## config.mk

```make
export PLATFORM = sky130hd
export DESIGN_NAME = keccak_squeeze
export DESIGN_NICKNAME = d
export VERILOG_FILES = /design/src/rtl/keccak_pkg.sv /design/src/rtl/keccak_lane_select.sv /design/src/rtl/keccak_squeeze.sv
export SDC_FILE = /design/constraint.sdc
export NUM_CORES = 2
export LEC_CHECK = 0
export ABC_AREA = 1
export CORE_AREA = 4 4 665 667
export CTS_BUF_LIST = sky130_fd_sc_hd__clkbuf_8 sky130_fd_sc_hd__clkbuf_16
export DETAILED_ROUTE_END_ITERATION = 10
export DIE_AREA = 0 0 669 671
export PLACE_DENSITY = 0.3
export SKIP_LAST_GASP = 1
export SLEW_MARGIN = 20
export SYNTH_ARGS = -nofsm -noshare
export SYNTH_HDL_FRONTEND = slang
export SYNTH_HIERARCHICAL = 1
export SYNTH_SLANG_ARGS = --single-unit
```

## constraint.sdc

```tcl
create_clock -name clk -period 2.9 [get_ports clk]
set_input_delay 0.58 -clock clk [delete_from_list [all_inputs] [get_ports clk]]
set_output_delay 0.58 -clock clk [all_outputs]
set_load 0.05 [all_outputs]
```

## src/rtl/keccak_pkg.sv

```systemverilog
// Shared Keccak constants, squeeze FSM encoding and lane addressing helper.
package keccak_pkg;

  localparam int unsigned LANE_WIDTH    = 64;
  localparam int unsigned DIM_SIZE      = 5;
  localparam int unsigned NUM_LANES     = DIM_SIZE * DIM_SIZE;
  localparam int unsigned STATE_WIDTH   = NUM_LANES * LANE_WIDTH;
  localparam int unsigned IDX_WIDTH     = 5;
  localparam int unsigned RATE_SHAKE128 = 21;
  localparam int unsigned RATE_SHAKE256 = 17;

  typedef enum logic [1:0] {
    SQ_IDLE      = 2'd0,
    SQ_WAIT_PERM = 2'd1,
    SQ_STREAM    = 2'd2
  } sq_state_e;

  // Bit offset of lane (x,y) within the flat state.
  function automatic int unsigned lane_off(input int unsigned x, input int unsigned y);
    return (y * DIM_SIZE + x) * LANE_WIDTH;
  endfunction

endpackage

```

## src/rtl/keccak_lane_select.sv

```systemverilog
// Combinational N_LANES:1 selector of 64-bit lanes from a flat rate buffer.
module keccak_lane_select
  import keccak_pkg::*;
#(
  parameter int unsigned N_LANES = RATE_SHAKE128
) (
  input  logic [N_LANES*LANE_WIDTH-1:0] lanes_flat,
  input  logic [IDX_WIDTH-1:0]          idx,
  output logic [LANE_WIDTH-1:0]         lane_c
);

  // Out-of-range indices return zero.
  always_comb begin
    lane_c = '0;
    for (int unsigned i = 0; i < N_LANES; i++) begin
      if (idx == IDX_WIDTH'(i)) begin
        lane_c = lanes_flat[lane_off(i % DIM_SIZE, i / DIM_SIZE) +: LANE_WIDTH];
      end
    end
  end

endmodule

```

## src/rtl/keccak_squeeze.sv

```systemverilog
// Keccak squeeze reader: streams rate lanes of the permuted state one lane per
// beat and requests further permutations while output is still owed.
// Optional feature macro: KECCAK_SQUEEZE_ABORT_EN adds an abort input.
module keccak_squeeze
  import keccak_pkg::*;
#(
  parameter int unsigned RATE_LANES = RATE_SHAKE128,
  parameter int unsigned LEN_WIDTH  = 16
) (
  input  logic                   clk,
  input  logic                   rst,
`ifdef KECCAK_SQUEEZE_ABORT_EN
  input  logic                   abort,
`endif
  input  logic                   start,
  input  logic [LEN_WIDTH-1:0]   len_lanes,
  output logic                   perm_req,
  input  logic                   state_valid,
  input  logic [STATE_WIDTH-1:0] state_in_flat,
  output logic [LANE_WIDTH-1:0]  out_data,
  output logic                   out_valid,
  input  logic                   out_ready,
  output logic                   out_last,
  output logic                   busy,
  output logic                   done
);

  localparam int unsigned BUF_WIDTH = RATE_LANES * LANE_WIDTH;

  sq_state_e              state_q, state_d;
  logic [LEN_WIDTH-1:0]   remaining_q, remaining_d;
  logic [IDX_WIDTH-1:0]   lane_idx_q, lane_idx_d;
  logic [BUF_WIDTH-1:0]   buf_q, buf_d;
  logic [LANE_WIDTH-1:0]  out_data_q, out_data_d;
  logic                   out_valid_q, out_valid_d;
  logic                   out_last_q, out_last_d;
  logic                   perm_req_q, perm_req_d;
  logic                   busy_q, busy_d;
  logic                   done_q, done_d;
  logic [IDX_WIDTH-1:0]   next_idx;
  logic [LANE_WIDTH-1:0]  next_lane_c;
  logic                   beat;
  logic                   unused_state;

  // Capacity lanes are never read; fold them away explicitly.
  assign unused_state = ^state_in_flat;

  assign next_idx = lane_idx_q + IDX_WIDTH'(1);
  assign beat     = out_valid_q & out_ready;

  keccak_lane_select #(
    .N_LANES (RATE_LANES)
  ) u_lane_select (
    .lanes_flat (buf_q),
    .idx        (next_idx),
    .lane_c     (next_lane_c)
  );

  // Next-state, counter and registered-output computation.
  always_comb begin
    state_d     = state_q;
    remaining_d = remaining_q;
    lane_idx_d  = lane_idx_q;
    buf_d       = buf_q;
    out_data_d  = out_data_q;
    out_valid_d = out_valid_q;
    out_last_d  = out_last_q;
    perm_req_d  = 1'b0;
    done_d      = 1'b0;

    case (state_q)
      SQ_IDLE: begin
        if (start) begin
          if (len_lanes == '0) begin
            done_d = 1'b1;
          end else begin
            remaining_d = len_lanes;
            perm_req_d  = 1'b1;
            state_d     = SQ_WAIT_PERM;
          end
        end
      end
      SQ_WAIT_PERM: begin
        if (state_valid) begin
          buf_d       = state_in_flat[BUF_WIDTH-1:0];
          lane_idx_d  = '0;
          out_data_d  = state_in_flat[lane_off(0, 0) +: LANE_WIDTH];
          out_valid_d = 1'b1;
          out_last_d  = (remaining_q == LEN_WIDTH'(1));
          state_d     = SQ_STREAM;
        end
      end
      SQ_STREAM: begin
        if (beat) begin
          remaining_d = remaining_q - LEN_WIDTH'(1);
          lane_idx_d  = next_idx;
          if (remaining_q == LEN_WIDTH'(1)) begin
            state_d     = SQ_IDLE;
            done_d      = 1'b1;
            out_valid_d = 1'b0;
            out_last_d  = 1'b0;
          end else if (lane_idx_q == IDX_WIDTH'(RATE_LANES - 1)) begin
            state_d     = SQ_WAIT_PERM;
            perm_req_d  = 1'b1;
            out_valid_d = 1'b0;
            out_last_d  = 1'b0;
          end else begin
            out_data_d = next_lane_c;
            out_last_d = (remaining_q == LEN_WIDTH'(2));
          end
        end
      end
      default: begin
        state_d = SQ_IDLE;
      end
    endcase

`ifdef KECCAK_SQUEEZE_ABORT_EN
    if (abort) begin
      state_d     = SQ_IDLE;
      remaining_d = '0;
      lane_idx_d  = '0;
      buf_d       = buf_q;
      out_valid_d = 1'b0;
      out_last_d  = 1'b0;
      perm_req_d  = 1'b0;
      done_d      = 1'b0;
    end
`endif

    busy_d = (state_d != SQ_IDLE);
  end

  // State and output registers with synchronous reset.
  always_ff @(posedge clk) begin
    if (rst) begin
      state_q     <= SQ_IDLE;
      remaining_q <= '0;
      lane_idx_q  <= '0;
      buf_q       <= '0;
      out_data_q  <= '0;
      out_valid_q <= 1'b0;
      out_last_q  <= 1'b0;
      perm_req_q  <= 1'b0;
      busy_q      <= 1'b0;
      done_q      <= 1'b0;
    end else begin
      state_q     <= state_d;
      remaining_q <= remaining_d;
      lane_idx_q  <= lane_idx_d;
      buf_q       <= buf_d;
      out_data_q  <= out_data_d;
      out_valid_q <= out_valid_d;
      out_last_q  <= out_last_d;
      perm_req_q  <= perm_req_d;
      busy_q      <= busy_d;
      done_q      <= done_d;
    end
  end

  assign perm_req  = perm_req_q;
  assign out_data  = out_data_q;
  assign out_valid = out_valid_q;
  assign out_last  = out_last_q;
  assign busy      = busy_q;
  assign done      = done_q;

endmodule

```

==> run summary <==
* number of cell rows: 243
* antenna violations before repair: 227
* first-pass GRT wire length: 672,000 um
* beginning of the worst register-to-register path: lane_idx_q[1]$_SDFFE_PP0P_
* count of cell types in the netlist: 32
* wirelength, routed: 519,000 um
* Max IR drop VDD: 0.446 mV
* syn_nets: 10,934
* count of placed standard cells in the final layout, fillers left out: 17,048
* most area-hungry cell type in the Yosys netlist: sky130_fd_sc_hd__dfxtp_1
* outcome: finished with violations
* Design Power: 56.1 mW
* vias in the first global route: 71,142
* Detailed Route Iter0 Violations: 5,803
* maximum achievable frequency: 218 MHz
* startpoint of the worst hold path: rst
* switching share of total power: 29.2%
* Worst Setup Slack post-DPL: -2610 ps
* portion of total power attributed to the clock network: 47.2%
* crit path time final: 4580 ps
* unrepaired setup endpoints after global routing: true
* placed standard-cell area: 0.0885 sq mm
* flop2flop setup slack: -1680 ps
* Power Density: 556 mW/mm^2
* aggregate global routing overflow: 0
* root cell of the clock tree: sky130_fd_sc_hd__clkbuf_16
* count of nets left with antenna violations after detail routing: 0
* DRC errors left: 0
* worst hold-check slack: 102 ps
* Internal Pwr Total: 39.7 mW
* pin count of the biggest net entering global routing: 144
* starting density of the core: 14.3%
* total iterations of the first detailed-routing run: 6
* worst setup path category: register to register
* endpoints failing setup: 64
* endpoint with the worst hold slack: buf_q[207]$_SDFFE_PP0P_
* placeable core region: 0.437 sq mm
* vias after detailed routing: 71,286
* x dimension of the die: 669 um
* count of endpoints failing hold in the final timing report: 0
* share of synthesized area occupied by flip-flops and latches: 46.2%
* Final Core Density: 23.1%
* post-layout worst setup margin: -1680 ps
* Maximum Capacitance Violations: 0
* actual transition at the worst max-transition pin: 1060 ps
* number of cells after detailed placement: 16,549
* Leakage: 36.8 nW
* area growth from synthesis to final layout: 62.2%
* crit end category: register
* number of warnings issued by yosys: 6
* relative slew slack: 29.6%
* TritonCTS clock tree: yes
* largest cells by area after synthesis: sky130_fd_sc_hd__dfxtp_1 46%, sky130_fd_sc_hd__nand2_1 26%, sky130_fd_sc_hd__a21oi_1 12%
* logic gate share of total power: 14.7%
* # H-tree levels: 4
* total track usage: 22.1%
* post-synth top area share: 46.2%
* vias per cell: 4.18
* count of flip-flops with a built-in enable after synthesis: 0
* clock tree skew after final layout: 60.1 ps
* proportion of layout cells with a drive suffix above 1: 16.3%
* vertical die dimension: 671 um
* worst-skew pair later-pin latency: 920 ps
* arrival time reported for the critical path endpoint: 5310 ps
* top flip-flop cell by instance count after synthesis: sky130_fd_sc_hd__dfxtp_1
* violations in the final reports: setup timing
* mean instance size in the synthesized netlist: 6.69 sq um
* Crit Reg-Reg Endpoint: out_data[17]$_SDFFE_PP0P_
* critical path required time: 3630 ps
* count of final max-slew check failures: 0
* floorplan die area: 0.449 sq mm
* input/output buffers: 1,433
* CTS max path bufs: 4
* category of the worst setup path launch point: register
* Synth async-reset ratio: 0%
* gp weighted congestion: 0.906
* total I/O pin count: 1,690
* maximum fanout encountered on the critical timing path: 8
* sequential fraction of design power: 38.1%
* area of the mapped netlist: 0.0622 sq mm
* instance count of the mapped netlist: 9,308
* TritonCTS Sinks: 1,436
* final std cell area, no fill: 0.101 sq mm
* cell count of the worst hold path: 2
* depth of the worst register-to-register path: 26
* Num CTS Buffers: 200
* Psw: 16.4 mW
* Tcrit/Tclk final: 158%
* number of register bits inferred by synthesis: 1,436
* mean routed wirelength per cell: 30.5 um
* clock slew at reported path FFs: 60 ps
* final net count: 12,686
* Fin Setup TNS: -76,970 ps
* HPWL reported at the end of detailed placement: 423,000 um
* Tightest Hold Check Type: input pin to register
how the worst max path moves through the flow:
stage / start / slack, ps / to
after floorplan: lane_idx_q[0]$_SDFFE_PP0P_ / 140 / out_data[22]$_SDFFE_PP0P_
after global placement: lane_idx_q[0]$_SDFFE_PP0P_ / -2760 / out_data[15]$_SDFFE_PP0P_
after detailed placement: lane_idx_q[0]$_SDFFE_PP0P_ / -2610 / out_data[15]$_SDFFE_PP0P_
after CTS: lane_idx_q[1]$_SDFFE_PP0P_ / -1690 / out_data[10]$_SDFFE_PP0P_
after global routing: lane_idx_q[0]$_SDFFE_PP0P_ / -1760 / out_data[10]$_SDFFE_PP0P_
final: lane_idx_q[1]$_SDFFE_PP0P_ / -1680 / out_data[17]$_SDFFE_PP0P_
routing by layer:
| metal | global-route usage [%] | part of all wire [%] |
|---|---|---|
| met5 | 0 | 0.099 |
| met4 | 8.15 | 4.0 |
| met3 | 3.37 | 5.3 |
| met2 | 37.8 | 48 |
| met1 | 28.0 | 43 |
cell usage after synthesis (5+ instances only):
cell / instances
sky130_fd_sc_hd__a21oi_1: 1491
sky130_fd_sc_hd__buf_1: 34
sky130_fd_sc_hd__buf_2: 263
sky130_fd_sc_hd__buf_4: 13
sky130_fd_sc_hd__buf_6: 6
sky130_fd_sc_hd__clkbuf_1: 342
sky130_fd_sc_hd__clkinv_1: 6
sky130_fd_sc_hd__dfxtp_1: 1436
sky130_fd_sc_hd__ha_1: 5
sky130_fd_sc_hd__inv_1: 323
sky130_fd_sc_hd__inv_2: 20
sky130_fd_sc_hd__nand2_1: 4244
sky130_fd_sc_hd__nand2_2: 6
sky130_fd_sc_hd__nand3_1: 207
sky130_fd_sc_hd__nand4_1: 312
sky130_fd_sc_hd__nor2_1: 379
sky130_fd_sc_hd__nor2_2: 10
sky130_fd_sc_hd__nor3_1: 12
sky130_fd_sc_hd__o21ai_0: 17
sky130_fd_sc_hd__or2_0: 44
sky130_fd_sc_hd__or2_1: 39
sky130_fd_sc_hd__or2_2: 78
registers in the layout (all words and copies together) (netlist names), 2 cells and up:
name / count
buf_q: 1344
out_data: 64
remaining_q: 16
lane_idx_q: 5
state_q: 2
placed cells by master (no fill, tap or decap), types with 10 or more instances in the layout:
| cell type | n |
|---|---|
| sky130_fd_sc_hd__nand2_1 | 3940 |
| sky130_fd_sc_hd__a21oi_1 | 1486 |
| sky130_fd_sc_hd__dfxtp_1 | 1433 |
| sky130_fd_sc_hd__clkdlybuf4s50_1 | 1393 |
| sky130_fd_sc_hd__buf_4 | 376 |
| sky130_fd_sc_hd__inv_1 | 341 |
| sky130_fd_sc_hd__nand4_1 | 312 |
| sky130_fd_sc_hd__nor2_1 | 256 |
| sky130_fd_sc_hd__buf_6 | 219 |
| sky130_fd_sc_hd__clkbuf_16 | 205 |
| sky130_fd_sc_hd__buf_12 | 166 |
| sky130_fd_sc_hd__nand2_2 | 145 |
| sky130_fd_sc_hd__nand2_4 | 139 |
| sky130_fd_sc_hd__nor2_4 | 107 |
| sky130_fd_sc_hd__nand3_1 | 85 |
| sky130_fd_sc_hd__diode_2 | 73 |
| sky130_fd_sc_hd__nand3_4 | 72 |
| sky130_fd_sc_hd__or2_2 | 69 |
| sky130_fd_sc_hd__nand3_2 | 52 |
| sky130_fd_sc_hd__clkbuf_8 | 51 |
| sky130_fd_sc_hd__or2_1 | 40 |
| sky130_fd_sc_hd__or2_0 | 39 |
| sky130_fd_sc_hd__clkinv_2 | 35 |
| sky130_fd_sc_hd__nor2_2 | 29 |
| sky130_fd_sc_hd__nand2_8 | 26 |
| sky130_fd_sc_hd__inv_2 | 25 |
| sky130_fd_sc_hd__dlygate4sd2_1 | 25 |
| sky130_fd_sc_hd__buf_8 | 21 |
| sky130_fd_sc_hd__bufinv_16 | 18 |
| sky130_fd_sc_hd__o21ai_0 | 17 |
| sky130_fd_sc_hd__or2_4 | 13 |
| sky130_fd_sc_hd__nor3_4 | 10 |
power by group through the flow:
stage / Sequential, mW / Clock (mW) / Combinational (mW)
CTS: 21.4 / 27.3 / 8.32
detailed placement: 21.8 / 0 / 8.05
global route: 21.5 / 27.9 / 8.75
floorplan: 21.6 / 0 / 2.77
finish: 21.4 / 26.5 / 8.23
global placement: 21.8 / 0 / 8.07
layout make-up:
type                    count  area [sq um]
inverters                 349          1340
flip-flops and latches   1436         28800
clock buffers             256          5830
well taps                5757          7200
clock inverters           104          1060
diodes                     73           183
fillers                 48866        336000
multi-input cells        6865         33300
repair buffers           2208         23300
timing repair:
action / 4_1_cts / 5_1_grt
endpoints found under the hold margin: 0 / 0
buffers inserted: 73 / 56
setup endpoints to repair: 90 / 64
hold buffers: 0 / 0
pin swaps: 363 / 421
gates resized for setup: 954 / 341
gates cloned: 6 / 0
critical path: stages (launching register included):
cell                      delay [ps]
sky130_fd_sc_hd__dfxtp_4         370
sky130_fd_sc_hd__ha_4            150
sky130_fd_sc_hd__nand3_4         100
sky130_fd_sc_hd__xnor2_4         150
sky130_fd_sc_hd__buf_6           150
sky130_fd_sc_hd__buf_12          120
sky130_fd_sc_hd__nor2_4          180
sky130_fd_sc_hd__buf_6           170
sky130_fd_sc_hd__nand2_8          90
sky130_fd_sc_hd__buf_12          150
sky130_fd_sc_hd__buf_12          140
sky130_fd_sc_hd__buf_12          130
sky130_fd_sc_hd__or2_2           290
sky130_fd_sc_hd__nand2_4          70
sky130_fd_sc_hd__nand4_1         260
sky130_fd_sc_hd__nand2_1         180
sky130_fd_sc_hd__buf_6           170
sky130_fd_sc_hd__nand4_1         120
sky130_fd_sc_hd__nand2_2         100
sky130_fd_sc_hd__buf_12          130
sky130_fd_sc_hd__nand3_4          80
sky130_fd_sc_hd__nand2_2          90
sky130_fd_sc_hd__nand4_1         490
sky130_fd_sc_hd__nand2_1         250
sky130_fd_sc_hd__nand2_1          70
sky130_fd_sc_hd__nand4_1          80
sky130_fd_sc_hd__a21oi_1          70
cell families after synthesis:
family / Yosys count / share of synthesized area (%)
AND/OR/NAND/NOR: 5339 / 34.7
AO/OA/AOI/OAI: 1516 / 12.2
flip-flops: 1436 / 46.2
buffers and inverters: 1007 / 6.75
XOR/XNOR: 5 / 0.0704
adder cells (fa/ha/maj): 5 / 0.101
(Power assumes the default switching activity.)
